## src/rtl/horner_sequencer.sv

```systemverilog
// Horner-scheme polynomial evaluation sequencer with batch, abort and busy/done.
// Optional cycle counter enabled by defining HORNER_PERF_CNT_EN.
module horner_sequencer #(
    parameter int ADDR_LINES  = 4,
    parameter int MAC_LATENCY = 10,
    parameter int CNT_W       = 8
) (
    input  logic                  clk,
    input  logic                  rst,
    input  logic [ADDR_LINES-1:0] wr_ptr_coeff,
    input  logic                  sig_full,
    input  logic                  coeff_full,
    input  logic [CNT_W-1:0]      batch_len,
    input  logic                  abort,
    output logic                  wr_en_signal,
    output logic                  wr_en_coeff,
    output logic                  rd_en_signal,
    output logic                  rd_en_coeff,
    output logic                  coeff_rewind,
    output logic                  acc_clr,
    output logic                  mac_en,
    output logic                  ld_result,
    output logic                  busy,
    output logic                  done,
    output logic [31:0]           cycle_count
);

    localparam int LAT_W = $clog2(MAC_LATENCY + 1);

    typedef enum logic [2:0] {
        S_IDLE,
        S_LOAD,
        S_CHECK,
        S_STEP,
        S_WAIT,
        S_DONE
    } state_t;

    state_t                r_state;
    state_t                w_next;
    logic [ADDR_LINES-1:0] r_order;
    logic [ADDR_LINES-1:0] r_order_cnt;
    logic [LAT_W-1:0]      r_lat_cnt;
    logic [CNT_W-1:0]      r_sample_cnt;
    logic [CNT_W-1:0]      r_blen;

    logic w_start;
    logic w_abort;
    logic w_last_lat;
    logic w_last_sample;
    logic w_order_zero;

    assign w_start       = sig_full & coeff_full & ~abort;
    assign w_abort       = abort & (r_state != S_IDLE);
    assign w_last_lat    = (r_lat_cnt == LAT_W'(MAC_LATENCY - 1));
    assign w_last_sample = (r_sample_cnt == (r_blen - CNT_W'(1)));
    assign w_order_zero  = (r_order_cnt == '0);
    assign busy          = (r_state != S_IDLE);

    // State register
    always_ff @(posedge clk) begin
        if (rst) begin
            r_state <= S_IDLE;
        end else begin
            r_state <= w_next;
        end
    end

    // Next-state and strobe decode; abort overrides everything
    always_comb begin
        w_next       = r_state;
        wr_en_signal = 1'b0;
        wr_en_coeff  = 1'b0;
        rd_en_signal = 1'b0;
        rd_en_coeff  = 1'b0;
        coeff_rewind = 1'b0;
        acc_clr      = 1'b0;
        mac_en       = 1'b0;
        ld_result    = 1'b0;
        done         = 1'b0;
        unique case (r_state)
            S_IDLE: begin
                if (!sig_full) begin
                    wr_en_signal = 1'b1;
                end else if (!coeff_full) begin
                    wr_en_coeff = 1'b1;
                end
                if (w_start) begin
                    w_next = S_LOAD;
                end
            end
            S_LOAD: begin
                rd_en_signal = 1'b1;
                coeff_rewind = 1'b1;
                acc_clr      = 1'b1;
                w_next       = S_CHECK;
            end
            S_CHECK: begin
                if (w_order_zero) begin
                    ld_result = 1'b1;
                    w_next    = w_last_sample ? S_DONE : S_LOAD;
                end else begin
                    w_next = S_STEP;
                end
            end
            S_STEP: begin
                rd_en_coeff = 1'b1;
                mac_en      = 1'b1;
                w_next      = S_WAIT;
            end
            S_WAIT: begin
                if (w_last_lat) begin
                    w_next = S_CHECK;
                end
            end
            S_DONE: begin
                done   = 1'b1;
                w_next = S_IDLE;
            end
            default: begin
                w_next = S_IDLE;
            end
        endcase
        if (w_abort) begin
            rd_en_signal = 1'b0;
            rd_en_coeff  = 1'b0;
            coeff_rewind = 1'b0;
            acc_clr      = 1'b0;
            mac_en       = 1'b0;
            ld_result    = 1'b0;
            done         = 1'b0;
            w_next       = S_IDLE;
        end
    end

    // Order, batch length, and loop counters
    always_ff @(posedge clk) begin
        if (rst) begin
            r_order      <= '0;
            r_order_cnt  <= '0;
            r_lat_cnt    <= '0;
            r_sample_cnt <= '0;
            r_blen       <= '0;
        end else if (!w_abort) begin
            unique case (r_state)
                S_IDLE: begin
                    if (w_start) begin
                        r_order      <= wr_ptr_coeff;
                        r_blen       <= (batch_len == '0) ? CNT_W'(1) : batch_len;
                        r_sample_cnt <= '0;
                    end
                end
                S_LOAD: begin
                    r_order_cnt <= r_order;
                end
                S_CHECK: begin
                    if (w_order_zero && !w_last_sample) begin
                        r_sample_cnt <= r_sample_cnt + CNT_W'(1);
                    end
                end
                S_STEP: begin
                    r_order_cnt <= r_order_cnt - ADDR_LINES'(1);
                    r_lat_cnt   <= '0;
                end
                S_WAIT: begin
                    r_lat_cnt <= r_lat_cnt + LAT_W'(1);
                end
                default: begin
                end
            endcase
        end
    end

`ifdef HORNER_PERF_CNT_EN
    logic [31:0] r_cycle_count;

    // Batch cycle counter: cleared at start, frozen while idle
    always_ff @(posedge clk) begin
        if (rst) begin
            r_cycle_count <= '0;
        end else if (r_state == S_IDLE) begin
            if (w_start) begin
                r_cycle_count <= '0;
            end
        end else begin
            r_cycle_count <= r_cycle_count + 32'd1;
        end
    end

    assign cycle_count = r_cycle_count;
`else
    assign cycle_count = 32'd0;
`endif

endmodule

```

## config.mk

```make
export PLATFORM = sky130hd
export DESIGN_NAME = horner_sequencer
export DESIGN_NICKNAME = d
export VERILOG_FILES = /design/src/rtl/horner_sequencer.sv
export SDC_FILE = /design/constraint.sdc
export NUM_CORES = 1
export LEC_CHECK = 0
export BUFFER_PORTS_ARGS = -buffer_cell sky130_fd_sc_hd__buf_2
export CORE_MARGIN = 2
export CORE_UTILIZATION = 45
export CTS_CLUSTER_DIAMETER = 150
export DETAILED_ROUTE_END_ITERATION = 8
export PLACE_DENSITY = 0.73
export SLEW_MARGIN = 0
export SYNTH_ARGS = -nofsm -noshare
export SYNTH_HDL_FRONTEND = slang
export SYNTH_SLANG_ARGS = --single-unit
```

## constraint.sdc

```tcl
create_clock -name clk -period 6.9 [get_ports clk]
set_clock_uncertainty 0.05 [all_clocks]
set_input_delay 1.38 -clock clk [delete_from_list [all_inputs] [get_ports clk]]
set_output_delay 1.38 -clock clk [all_outputs]
set_load 0.005 [all_outputs]
```

======== Word level (Yosys, flattened, before mapping) ========
Cells that the tools add are included.
word-level totals
  logic and storage cells ................. 65
  latch bits .............................. 0
  register bits ........................... 31
  memory bits (read-only) ................. 0
  output and inout port bits .............. 42
  bits of input ports ..................... 17
  memories kept ........................... 0
  bits in writable memories ............... 0
cells by class
  bitwise gates (word level) .............. 5
  reductions and logical operators ........ 15
  divide/modulo/power cells ............... 0
  add/sub/neg operators ................... 4
  shifts and indexed selects .............. 0
  order comparisons ....................... 0
  $mul .................................... 0
  mux-type cells .......................... 25
  equal/unequal tests ..................... 10
operators by type and width
  cell                                                  count
  2-to-1 mux 8 bit                                      3
  one-hot mux 4 bit (2 select lines)                    2
  one-hot mux 8 bit (2 select lines)                    1
  one-hot mux 3 bit (5 select lines)                    1
  2-to-1 mux 1 bit                                      14
  2-to-1 mux 3 bit                                      4
  adder 8 x 1 -> 8 bit (second input constant)          1
  equality test 8 bit                                   1
  logical NOT 8 bit                                     1
  subtractor 8 x 1 -> 8 bit (second input constant)     1
  equality test 3 x 2 -> 1 bit (second input constant)  2
  equality test 3 bit (second input constant)           2
  != test 2 bit (second input constant)                 3
  AND reduction 2 bit                                   3
  nonzero test 2 bit                                    3
  adder 4 x 1 -> 4 bit (second input constant)          1
  equality test 4 bit (second input constant)           1
  logical NOT 4 bit                                     1
  AND reduction 4 bit                                   1
  subtractor 4 x 1 -> 4 bit (second input constant)     1
  AND 1 bit                                             3
  equality test 3 x 1 -> 1 bit (second input constant)  1
  logical NOT 3 bit                                     1
  AND reduction 3 bit                                   1
  5 further kinds                                       6

======== Depth between registers and ports, before layout ========
  word-level depth ........................ 6
  depth in mapped cells ................... 10
  gate-level depth less buffers ........... 8

======== Worst setup path after synthesis ========
OpenSTA, ideal clock, no wires.
  path type ............................... input to output
  from .................................... input port abort
  to ...................................... output port ld_result
  stages on the path ...................... 5
  data arrival time ....................... 2,240 ps
  slack ................................... 3,230 ps
  data required time ...................... 5,470 ps
  buffers on the path ..................... 2
  path through ............................ clkbuf_1 > nor4b_1 > nand2_1 > clkbuf_1 > inv_1
on the way
  word-level cells in the longest chain between the ends .. 2
ends and longest elaborated chain
  element           line  source
  start, declared   14    input logic abort,
  AND 1 bit         54    assign w_abort = abort & (r_state != S_IDLE);
  2-to-1 mux 1 bit  124   if (w_abort) begin
  end, declared     22    output logic ld_result,
No other way between the ends.

======== Final worst setup path ========
Same ends and word-level chain as after synthesis.

==> results.md <==
* Status: complete, no violations
* Synthesized area at 0.002105 sq mm
* Worst Path Required at 5470 ps
* Setup TNS at 0 ps
* Initial antenna violation count at 0
* Post-synth top flop: dfxtp_1
* Max_cap viols at 0
* Async SR Flop Fraction at 0%
* EDFF count, synth at 0
* Pwr dens at 165.8 mW/mm^2
* Vias in the first global route at 1533
* Multi-input gate area at 0.001240 sq mm
* Post-Synth Simple-Gate Area at 23.96%
* Placer Congestion at 0.8200
* Area leader, netlist: dfxtp_1
* CP Class: input port to output port
* Initial Util at 47.35%
* Tmin final at 3822 ps
* CTS H-tree lvls at 2
* Crit path DAT at 2390 ps
* Post-CTS sizing at 0
* Mapped Cells at 258
* CP most frequent cell: buf_2
* Wire per inst at 11.80 um
* Worst slack, placed at 3081 ps
* Largest family of logic cells by synthesized area: simple AND/OR/NAND/NOR gates
* Rows at 24
* Layout Nets at 297
* Seq cells post-synth at 31
* Worst IR Drop VDD at 98.60 uV
* Fin. max-slew vios at 0
* Ant. Diodes at 0
* Final core utilization at 48.65%
* Number of distinct library cells after synthesis at 46
* Critical Path Max Stage Delay at 320 ps
* HPWL Detailed at 2832 um
* Number of hold buffers added after cts at 0
* CTS max path bufs at 2
* Syn_area_per_cell at 8.157 sq um
* Synth warn at 0
* Post-synthesis sequential area ratio at 29.49%
* Clock Pin Slew Worst Setup and Hold Paths at 60 ps
* Slowest-stage cell, CP: nand2_1
* Die width at 72.39 um
* Initial DRC Count at 95
* DR pass1 iterations at 4
* Drt total wl at 3835 um
* RSZ-0062 raised after global routing: false
* Clock Latency Late Sink at 280 ps
* Commonest cells in the netlist: buf_4, dfxtp_1, nor2_1
* Average via count per standard cell at 5.342
* Overall Global Routing Usage at 15.66%
* Setup violators final at 0
* Cell with the most instances after synthesis: buf_4
* Critical Path Start Type: input port
* Vias at 1736
* DIE AREA at 0.005240 sq mm
* Core area at 0.004444 sq mm
* Tcrit/Tclk final at 55.39%
* Largest cells by area after synthesis: dfxtp_1, buf_4, mux2i_1
* Register area at 620.6 sq um
* Total power at 0.3584 mW
* Mux share of post-synthesis cell area at 5.707%
* Post-synthesis xor/xnor area fraction at 4.162%
* Crit Path Max Fanout at 16
* Worst slew pin tran at 930.7 ps
* Antenna Violating Nets Remaining at 0
* First-pass GRT wire length at 6513 um
* Max Clk Rate at 261.6 MHz
* DRC at 0
* Setup Buffers After CTS at 0
* Clock buffer count from CTS at 5
* Fill count at 438
* Port buffer count at 26
* Lkg Pwr at 0.9454 nW
* Largest net degree at the start of global routing at 24
* Clock sink count at 31
* Die Y at 72.39 um
* Adder-cell share of the synthesized area at 3.567%
* Synth top area share at 29.49%
* Fin. Hold Viols at 0
* Post-layout worst setup margin at 3078 ps
* Layout cell share with drive strength beyond 1 at 13.55%
* Critical-path cell list: buf_2, nor4b_1, nand2_1, inv_1, buf_2
* Clock Tree Root: clkbuf_8
* Relative slew slack at 37.63%
* HP Class: register to register
* Area growth, synth to finish at 2.735%
* Boundary Pins at 59
* CTS tree: yes
* Setup crit end kind: output port
* Grt ovf at 0
* Post-synthesis compound-gate area fraction at 15.81%
final cells by class:
type | instances | share of cell area, %
Inverter | 9 | 1.563
Tap cell | 52 | 3.009
Clock buffer | 6 | 3.356
Sequential cell | 31 | 28.70
Timing Repair Buffer | 26 | 6.019
Multi-Input combinational cell | 201 | 57.35
flip-flops by register name, summed over array words and instances (netlist names):
name and cells:
r_blen 8, r_sample_cnt 8, r_lat_cnt 4, r_order 4
r_order_cnt 4, r_state 3
worst paths after layout:
| check | start | to | slack (ps) | depth (start not counted) |
|---|---|---|---|---|
| worst max-delay path | abort | ld_result | 3080 | 5 |
| worst max register to register | r_blen[0]$_SDFFE_PP0P_ | r_state[2]$_SDFFE_PP0P_ | 4200 | 8 |
| worst min register to register | r_order_cnt[1]$_SDFFE_PP0P_ | r_order_cnt[1]$_SDFFE_PP0P_ | 430 | 2 |
| worst min-delay path | r_order_cnt[1]$_SDFFE_PP0P_ | r_order_cnt[1]$_SDFFE_PP0P_ | 430 | 2 |
report_power, final:
part	internal [mW]	switching, mW	total [mW]
sequential	0.182	0.00459	0.187
clock	0.0670	0.0613	0.128
combinational	0.0183	0.0249	0.0432
layer usage:
metal | vias up | part of all wire (%) | global-route usage, %
li1 | 877 | - | -
met1 | 819 | 43 | 18.04
met2 | 33 | 51 | 26.71
met3 | 7 | 3.9 | 4.167
met4 | 0 | 1.7 | 7.819
met5 | - | 0 | 0
logic make-up (layout without fill, tap and decap cells):
| group | count (synthesis) | in the layout |
|---|---|---|
| flops | 31 | 31 |
| fa+ha+maj | 6 | 6 |
| xor+xnor | 10 | 10 |
| buf+inv | 57 | 41 |
| mux | 12 | 12 |
| other cells | 1 | 32 |
| simple gates | 91 | 91 |
| compound gates | 50 | 50 |
worst max-delay path, delay by kind of cell:
family | cells | cell delay, ps
buffers and inverters | 3 | 430
AND/OR/NAND/NOR | 2 | 570
metrics by stage:
step / cells / hold slack (ps) / cell area [sq um]
6_report: 325 / 426.2 / 2162
5_1_grt: 325 / 458.5 / 2162
4_1_cts: 325 / 432.1 / 2162
3_5_place_dp: 319 / 424.2 / 2090
3_3_place_gp: 319 / 413.9 / 2090
2_1_floorplan: 289 / 395.0 / 2221
cells in the final DEF, fill, tap and decap left out, types with 8 or more instances in the layout:
master / instances
nor2_1: 24
mux2i_1: 12
nor3_1: 8
conb_1: 32
dfxtp_1: 31
buf_2: 26
a21oi_1: 20
nand2_1: 14
inv_1: 9
Power figures use the tool's default switching activity.
